### config.mk
export PLATFORM = sky130hd
export DESIGN_NAME = mash_ddsm_param
export DESIGN_NICKNAME = d
export VERILOG_FILES = /design/src/rtl/mash_ddsm_param.sv
export SDC_FILE = /design/constraint.sdc
export NUM_CORES = 1
export LEC_CHECK = 0
export ABC_AREA = 1
export CAP_MARGIN = 20
export CORE_ASPECT_RATIO = 1.1
export CORE_MARGIN = 2
export CORE_UTILIZATION = 61
export CTS_CLUSTER_DIAMETER = 80
export CTS_CLUSTER_SIZE = 24
export DETAILED_ROUTE_END_ITERATION = 16
export HOLD_SLACK_MARGIN = 0.06
export PLACE_DENSITY = 0.79
export REMOVE_ABC_BUFFERS = 1
export SYNTH_ARGS = -nofsm -noshare
export SYNTH_HDL_FRONTEND = slang
export SYNTH_SLANG_ARGS = --single-unit
export TNS_END_PERCENT = 1
### constraint.sdc
create_clock -name clk -period 4.88 [get_ports clk]
set_input_delay 0.488 -clock clk [delete_from_list [all_inputs] [get_ports clk]]
set_output_delay 0.488 -clock clk [all_outputs]
set_load 0.01 [all_outputs]
### src/rtl/mash_ddsm_param.sv
`default_nettype none
// ============================================================================
// Module   : mash_ddsm_param
// Brief    : Runtime-reconfigurable MASH 1/1-1/1-1-1 delta-sigma modulator
//            producing a registered, saturated integer division word for a
//            fractional-N divider. Config words load over valid/ready; an
//            order change passes through a two-cycle flush.
// Options  : define MASH_DDSM_DITHER_EN to add LFSR carry-in dither on the
//            first accumulator stage.
// Revision : 1.0 - initial release
// ============================================================================
module mash_ddsm_param #(
  parameter int ACC_W     = 16,
  parameter int INT_W     = 4,
  parameter int MAX_ORDER = 3
) (
  input  logic             clk,
  input  logic             rst,
  input  logic             run,
  input  logic             cfg_valid,
  output logic             cfg_ready,
  input  logic [INT_W-1:0] cfg_int,
  input  logic [ACC_W-1:0] cfg_frac,
  input  logic [1:0]       cfg_order,
  output logic [INT_W-1:0] out,
  output logic             out_valid,
  output logic             sat
);

  typedef enum logic [1:0] {
    ST_IDLE  = 2'd0,
    ST_FLUSH = 2'd1,
    ST_RUN   = 2'd2
  } state_t;

  localparam logic [1:0]       C_MAX_ORDER = 2'(MAX_ORDER);
  localparam logic [INT_W-1:0] C_OUT_MAX   = {INT_W{1'b1}};

  // FSM and configuration
  state_t             state_q, state_d;
  logic               flush_cnt_q, flush_cnt_d;
  logic               cfg_loaded_q, cfg_loaded_d;
  logic [INT_W-1:0]   int_q, int_d;
  logic [ACC_W-1:0]   frac_q, frac_d;
  logic [1:0]         order_q, order_d;
  logic               cfg_accept;
  logic [1:0]         order_req;

  // Accumulators: the MSB of each register holds the carry produced by the
  // previous update, so it doubles as the first carry delay stage.
  logic [ACC_W:0]     acc1_q, acc1_d;
  logic [ACC_W:0]     acc2_q, acc2_d;
  logic [ACC_W:0]     acc3_q, acc3_d;
  logic               c1_d2_q, c1_d2_d;
  logic               c2_d2_q, c2_d2_d;
  logic               c3_d2_q, c3_d2_d;
  logic [INT_W-1:0]   int_dl1_q, int_dl1_d;
  logic [INT_W-1:0]   int_dl2_q, int_dl2_d;

  // Output registers
  logic [INT_W-1:0]   out_q, out_d;
  logic               out_valid_q, out_valid_d;
  logic               sat_q, sat_d;

  // Datapath intermediates
  logic               cin;
  logic [ACC_W:0]     sum1, sum2, sum3;
  logic [ACC_W:0]     stage2, stage3;
  logic               c1, c2, c3;
  logic [3:0]         f;
  logic [INT_W-1:0]   int_al;
  logic [INT_W+1:0]   sum_w;

  assign cfg_ready = (state_q != ST_FLUSH);
  assign out       = out_q;
  assign out_valid = out_valid_q;
  assign sat       = sat_q;

  // Config acceptance, order clamping and next-state selection
  always_comb begin
    cfg_accept   = cfg_valid && (state_q != ST_FLUSH);
    order_req    = ((cfg_order == 2'd0) || (cfg_order > C_MAX_ORDER)) ? C_MAX_ORDER : cfg_order;
    int_d        = cfg_accept ? cfg_int   : int_q;
    frac_d       = cfg_accept ? cfg_frac  : frac_q;
    order_d      = cfg_accept ? order_req : order_q;
    cfg_loaded_d = cfg_loaded_q | cfg_accept;
    state_d      = state_q;
    flush_cnt_d  = 1'b0;
    case (state_q)
      ST_IDLE: begin
        if (run && (cfg_accept || cfg_loaded_q)) state_d = ST_FLUSH;
      end
      ST_FLUSH: begin
        if (!run)             state_d = ST_IDLE;
        else if (flush_cnt_q) state_d = ST_RUN;
        else                  flush_cnt_d = 1'b1;
      end
      ST_RUN: begin
        // run low wins over an order change arriving on the same edge
        if (!run)                                        state_d = ST_IDLE;
        else if (cfg_accept && (order_req != order_q))   state_d = ST_FLUSH;
      end
      default: state_d = ST_IDLE;
    endcase
  end

  // FSM state register
  always_ff @(posedge clk or posedge rst) begin
    if (rst) begin
      state_q     <= ST_IDLE;
      flush_cnt_q <= 1'b0;
    end else begin
      state_q     <= state_d;
      flush_cnt_q <= flush_cnt_d;
    end
  end

`ifdef MASH_DDSM_DITHER_EN
  logic [14:0] lfsr_q, lfsr_d;
  localparam logic [14:0] C_LFSR_SEED = 15'h0001;

  // Dither LFSR steps only while modulating and restarts from the seed otherwise
  always_comb begin
    lfsr_d = C_LFSR_SEED;
    if ((state_q == ST_RUN) && (state_d == ST_RUN))
      lfsr_d = {lfsr_q[13:0], lfsr_q[14] ^ lfsr_q[13]};
  end

  // Dither LFSR register
  always_ff @(posedge clk or posedge rst) begin
    if (rst) lfsr_q <= C_LFSR_SEED;
    else     lfsr_q <= lfsr_d;
  end

  assign cin = lfsr_q[0];
`else
  assign cin = 1'b0;
`endif

  // Accumulator cascade, noise cancellation and saturating output stage
  always_comb begin
    sum1   = {1'b0, acc1_q[ACC_W-1:0]} + {1'b0, frac_q} + {{ACC_W{1'b0}}, cin};
    sum2   = {1'b0, acc2_q[ACC_W-1:0]} + {1'b0, acc1_q[ACC_W-1:0]};
    sum3   = {1'b0, acc3_q[ACC_W-1:0]} + {1'b0, acc2_q[ACC_W-1:0]};
    stage2 = (order_q >= 2'd2) ? sum2 : '0;
    stage3 = (order_q == 2'd3) ? sum3 : '0;
    c1     = sum1[ACC_W];
    c2     = stage2[ACC_W];
    c3     = stage3[ACC_W];

    // 4-bit two's-complement arithmetic; results stay within -3..4
    case (order_q)
      2'd1:    f = {3'b000, c1};
      2'd2:    f = {3'b000, acc1_q[ACC_W]} + {3'b000, c2} - {3'b000, acc2_q[ACC_W]};
      default: f = {3'b000, c1_d2_q} + {3'b000, acc2_q[ACC_W]} - {3'b000, c2_d2_q}
                 + {3'b000, c3} - {2'b00, acc3_q[ACC_W], 1'b0} + {3'b000, c3_d2_q};
    endcase

    // Integer word delayed by order-1 cycles to line up with the carry path
    case (order_q)
      2'd1:    int_al = int_q;
      2'd2:    int_al = int_dl1_q;
      default: int_al = int_dl2_q;
    endcase

    sum_w = {2'b00, int_al} + {{(INT_W-2){f[3]}}, f};

    acc1_d      = '0;
    acc2_d      = '0;
    acc3_d      = '0;
    c1_d2_d     = 1'b0;
    c2_d2_d     = 1'b0;
    c3_d2_d     = 1'b0;
    int_dl1_d   = int_d;
    int_dl2_d   = int_d;
    out_d       = '0;
    out_valid_d = 1'b0;
    sat_d       = 1'b0;

    if (state_d == ST_RUN) begin
      acc1_d      = sum1;
      acc2_d      = stage2;
      acc3_d      = stage3;
      c1_d2_d     = acc1_q[ACC_W];
      c2_d2_d     = acc2_q[ACC_W];
      c3_d2_d     = acc3_q[ACC_W];
      int_dl1_d   = int_q;
      int_dl2_d   = int_dl1_q;
      out_valid_d = 1'b1;
      if (sum_w[INT_W+1]) begin
        out_d = '0;
        sat_d = 1'b1;
      end else if (sum_w[INT_W]) begin
        out_d = C_OUT_MAX;
        sat_d = 1'b1;
      end else begin
        out_d = sum_w[INT_W-1:0];
      end
    end else if (state_d == ST_FLUSH) begin
      // Flush presents the plain integer word; the delay line is prefilled
      // with it so the first modulated word is already aligned.
      out_d = int_d;
    end
  end

  // Configuration, accumulator, delay-line and output registers
  always_ff @(posedge clk or posedge rst) begin
    if (rst) begin
      cfg_loaded_q <= 1'b0;
      int_q        <= '0;
      frac_q       <= '0;
      order_q      <= C_MAX_ORDER;
      acc1_q       <= '0;
      acc2_q       <= '0;
      acc3_q       <= '0;
      c1_d2_q      <= 1'b0;
      c2_d2_q      <= 1'b0;
      c3_d2_q      <= 1'b0;
      int_dl1_q    <= '0;
      int_dl2_q    <= '0;
      out_q        <= '0;
      out_valid_q  <= 1'b0;
      sat_q        <= 1'b0;
    end else begin
      cfg_loaded_q <= cfg_loaded_d;
      int_q        <= int_d;
      frac_q       <= frac_d;
      order_q      <= order_d;
      acc1_q       <= acc1_d;
      acc2_q       <= acc2_d;
      acc3_q       <= acc3_d;
      c1_d2_q      <= c1_d2_d;
      c2_d2_q      <= c2_d2_d;
      c3_d2_q      <= c3_d2_d;
      int_dl1_q    <= int_dl1_d;
      int_dl2_q    <= int_dl2_d;
      out_q        <= out_d;
      out_valid_q  <= out_valid_d;
      sat_q        <= sat_d;
    end
  end

endmodule
`default_nettype wire

# --- Word level (Yosys, flattened, before mapping) ---
# Cells that the tools add are included.
op_classes:
  n_addsub: 11
  order_cmp: 2
  eq_ne: 9
  muxes: 31
  bitwise_logic: 1
  n_reduce_logical: 7
op_table:
  columns: ["operator", "n"]
  rows:
  - ["$mux 17", 5]
  - ["$add 16x16->17", 3]
  - ["$mux 4", 7]
  - ["$pmux 4 s2", 2]
  - ["$mux 2", 6]
  - ["$mux 1", 10]
  - ["$eq 2x2->1 const B", 4]
  - ["$add 5x4->6", 1]
  - ["$eq 2x1->1 const B", 3]
  - ["$pmux 2 s3", 1]
  - ["$sub 2x1->3", 2]
  - ["$add 1x1->2", 2]
  - ["$add 3x2->4", 1]
  - ["$add 4x1->4", 1]
  - ["$logic_not 2->1", 2]
  - ["$sub 4x2->4", 1]
  - ["$logic_and 1x1->1", 3]
  - ["$ge 2x2->1 const B", 1]
  - ["$gt 2x2->1 const B", 1]
  - ["$logic_or 1x1->1", 2]
  - ["$ne 2x1->1 const B", 1]
  - ["$ne 2x2->1", 1]
  - ["$or 1x1->1", 1]
totals:
  regBits: 94

# --- Depth between registers and ports, before layout ---
depth:
  depth_word: 11
  depth_mapped: 28
  ltp_nobuf: 28

# --- Worst setup path before layout ---
# Ideal clock, no wire load.
synth_path:
  path_kind: "flip-flop to flip-flop"
  start: "register acc2_q[0]"
  end: "register out_q[0], in the netlist out[0]"
  arrival_time_ns: 3.459
  slack_ns: 1.303
  path_stages_with_launch: 23
  n_path_buf: 0
  period_less_slack_ns: 3.577
  path_cell_list: "dfrtp_1 ha_1 inv_1 fa_1 inv_1 nand3_1 nand3_1 nand2_1 nand3_1 nand2_1 nand2_1 nand2_1 fa_1 ha_1 o22ai_1 inv_1 fa_1 o21ai_0 nand2_1 nand2_1 nand2_1 nand3_1 nand2_1"
synth_between:
  elab_chain_len: 10
  word_cells_on_any_way: 14
synth_rtl:
  columns: ["item", "line_no", "rtl"]
  rows:
  - ["from (decl)", "52", "logic [ACC_W:0] acc2_q, acc2_d;"]
  - ["from (signal assigned)", "214", "acc2_q <= '0;"]
  - ["from (signal assigned)", "230", "acc2_q <= acc2_d;"]
  - ["$add 16x16->17", "144", "sum3 = {1'b0, acc3_q[ACC_W-1:0]} + {1'b0, acc2_q[ACC_W-1:0]};"]
  - ["$mux 17", "146", "stage3 = (order_q == 2'd3) ? sum3 : '0;"]
  - ["$add 3x2->4", "156", "+ {3'b000, c3} - {2'b00, acc3_q[ACC_W], 1'b0} + {3'b000, c3_d2_q};"]
  - ["$sub 4x2->4", "156", null]
  - ["$add 4x1->4", "156", null]
  - ["$pmux 4 s2 *", "152", "case (order_q)"]
  - ["$add 5x4->6 *", "166", "sum_w = {2'b00, int_al} + {{(INT_W-2){f[3]}}, f};"]
  - ["$mux 4", "193", "end else if (sum_w[INT_W]) begin"]
  - ["$mux 4 *", "190", "if (sum_w[INT_W+1]) begin"]
  - ["$mux 4 *", "180", "if (state_d == ST_RUN) begin"]
  - ["net out_d[0]", "61", "logic [INT_W-1:0] out_q, out_d;"]
  - ["to (signal assigned)", "237", "out_q <= out_d;"]
  - ["to (decl)", "61", null]
# The timed path passes the listed nets; every way through them passes the cells marked *.
# A chain may end at the register's enable or synchronous reset.

# --- Worst setup path in the final report ---
layout_path:
  start: "register acc2_q[0]"
  end: "register out_q[1], in the netlist out[1]"
# The elaborated chain is that of the path after synthesis.

==> flow_summary.yaml <==
floorplan:
  die_h_um: 114
  dieArea_sq_um: 11800
  coreArea_sq_um: 10800
  rows: 40
  start_util: 0.619
  die_x_um: 104
  pin_count: 33
setup_path:
  rr_worst_depth: 25
  worstPathMaxFanout: 5
  critPathSlowestCell: "fa_1"
  crit_family: "adder cells"
  worst_setup_path_start_kind: "flip-flop"
  cp_num_cells: 25
  end_kind: "flip-flop"
  reg2reg_from: "acc2_q[0]$_DFF_PP0_"
  crit_arrival_ns: 4.33
  worstReg2RegEnd: "out[1]$_DFF_PP0_"
  r2r_setup_slack_ns: 0.79
  critPathRequiredTime_ns: 5.12
  crit_type: "flip-flop to flip-flop"
  crit_buf_inv: 5
  critPathMaxStageDelay_ns: 0.46
  critical_path.most_common_cell: "nand2_1"
layout:
  areaGrowthSynthToFinish_pct: 10.8
  post_route_cells_drive_above_1_share: 0.0576
  fin_area_sq_um: 7380
  num_antenna_cells: 0
  post-route-util: 0.685
  finalNetCount: 1064
yosys:
  synth_top_area_frac: 0.346
  synth_area_sq_um: 6660
  synthSimpleGateAreaFrac: 0.335
  ys_top_cells_by_count: "362 x nand2_1, 140 x inv_1, 92 x dfrtp_1"
  post_synth_num_cell_types: 33
  synthXorXnorAreaFrac: 0.0316
  ys_async_sr_fraction: 1.00
  synth_compound_area_frac: 0.0447
  yosysWarnings: 0
  synth.area.mux_share: 0
  seq_area_frac_synth: 0.354
  ys_seq_elements: 94
  yosysMostFrequentCell: "nand2_1"
  synth_top_cell_by_area: "dfrtp_1"
  yosys.area_share.adder: 0.140
  synth_top_family_by_area: "simple AND/OR/NAND/NOR gates"
  synth_edf_count: 0
  syn_avg_cell_area_sq_um: 7.12
  synth.area.top_cells: "dfrtp_1 35%, nand2_1 20%, ha_1 12%"
  syn_inst: 935
  synth_ff_type: "dfrtp_1"
route:
  via_per_inst: 5.14
  wire_per_inst_um: 13.0
  drc: 0
  ant_nets: 0
  drt_wl_total_um: 14500
  drtIter0Drc: 366
  firstDrtPassIters: 5
  num_vias: 5747
timing:
  finalCritPeriodShare: 0.838
  max_freq_mhz: 244
  rsz0062_at_grt: "false"
  hold_violations: 0
  worstMarginPinSlew_ns: 0.786
  finalMaxSlewViolations: 0
  layout_min_cycle_time_ns: 4.09
  finalClockSkew_ns: 0.00524
  relSlewSlack: 0.476
  fin_setup_tns_ns: 0
  setup_viol: 0
grt:
  top_usage_layer: "met2"
  grt_usage: 0.262
  grt_max_degree: 65
  grt_pass1_wl_um: 24900
  antenna_found_initial: 0
  use_met1: 0.349
  grt-ovfl-total: 0
  grt_util_met3: 0.0354
  grt_pass1_vias: 5441
  met2_usage: 0.459
place:
  post-dp-hpwl_um: 10800
  port_buffers: 32
  placed_area_sq_um: 7090
  globalplace.congestion: 0.898
hold_path:
  holdPathStages: 1
  min_to: "flush_cnt_q$_DFF_PP0_"
  hold_class: "flip-flop to flip-flop"
  hold_path_startpoint: "flush_cnt_q$_DFF_PP0_"
clock_network:
  hold_buffers: 0
  clk_path_buf_depth: 2
  path_clk_slew_ns: 0.07
  clkLatencyLatePin_ns: 0.35
  cts-root-buf: "clkbuf_16"
  cts_tree: "done"
  cts-htree-levels: 3
  cts_resized: 0
  cts_sinks: 94
  cts_setup_buffers: 0
  cts_buffers: 9
run_status:
  status: "finished clean"
pwr:
  vdd_drop_max_mv: 0.217
  p_leak_nw: 4.18
  power_density_nw_per_um2: 341
run:
  drv_cap: 0
[flip-flops by register name, summed over array words and instances (netlist names), 2 cells and up]
signal / count
int_q: 4
frac_q: 16
state_q: 2
order_q: 2
int_dl2_q: 4
acc3_q: 17
int_dl1_q: 4
acc1_q: 17
out: 4
acc2_q: 17
[layout by cell type (no fill, tap or decap), drive strengths merged, types with 5 or more instances in the layout]
cell,n
a21oi,36
inv,150
nand3b,10
clkdlybuf4s50,32
nand3,38
fa,6
nand2,370
dfrtp,92
nor2,94
nor3,12
clkbuf,10
nand4,5
o21ai,12
xor2,8
ha,65
xnor2,16
[layout make-up]
type                       instances  area (sq um)
clock buffer                      10           239
clock inverter                     6          51.3
fill                             915          3380
inverter                         146           551
multi-input combinational        683          3670
sequential                        94          2350
tap                              147           184
timing repair buffer              33           328
[routing by layer]
| layer | wire length, um | up-vias |
|---|---|---|
| met4 | 163 | 0 |
| met3 | 504 | 12 |
| met5 | 0 | - |
| li1 | - | 2959 |
| met1 | 6840 | 2666 |
| met2 | 6990 | 110 |
[kinds of logic (layout without fill, tap and decap cells)]
| logic type | after synthesis | after routing |
|---|---|---|
| XOR/XNOR | 24 | 24 |
| AND/OR/NAND/NOR | 533 | 533 |
| adder cells (fa/ha/maj) | 71 | 71 |
| buffers and inverters | 158 | 195 |
| flip-flops | 94 | 94 |
| AO/OA/AOI/OAI | 55 | 55 |
[per-stage QoR]
stage / hold slack (ns) / instances / power, mW / setup WS, ns
floorplan: 0.419 / 923 / 1.58 / 1.30
global placement: 0.433 / 1103 / 1.80 / 1.03
detailed placement: 0.444 / 1103 / 1.81 / 0.958
CTS: 0.454 / 1119 / 2.51 / 0.782
global route: 0.468 / 1119 / 2.68 / 0.404
finish: 0.451 / 1119 / 2.51 / 0.789
[report_power, final]
| group | switching [mW] | total [mW] | leakage (nW) | internal [mW] |
|---|---|---|---|---|
| Clock | 0.325 | 0.693 | 0.140 | 0.368 |
| Combinational | 0.520 | 0.827 | 2.79 | 0.308 |
| Sequential | 0.0828 | 0.992 | 1.25 | 0.909 |
[how the worst max path moves through the flow]
stage / from / endpoint / slack (ns)
2_1_floorplan: acc2_q[0]$_DFF_PP0_ / out[0]$_DFF_PP0_ / 1.30
3_3_place_gp: acc2_q[0]$_DFF_PP0_ / out[2]$_DFF_PP0_ / 1.03
3_5_place_dp: acc2_q[0]$_DFF_PP0_ / out[3]$_DFF_PP0_ / 0.96
4_1_cts: acc2_q[0]$_DFF_PP0_ / out[1]$_DFF_PP0_ / 0.78
5_1_grt: acc2_q[0]$_DFF_PP0_ / out[2]$_DFF_PP0_ / 0.40
6_report: acc2_q[0]$_DFF_PP0_ / out[1]$_DFF_PP0_ / 0.79
Power figures use the tool's default switching activity.
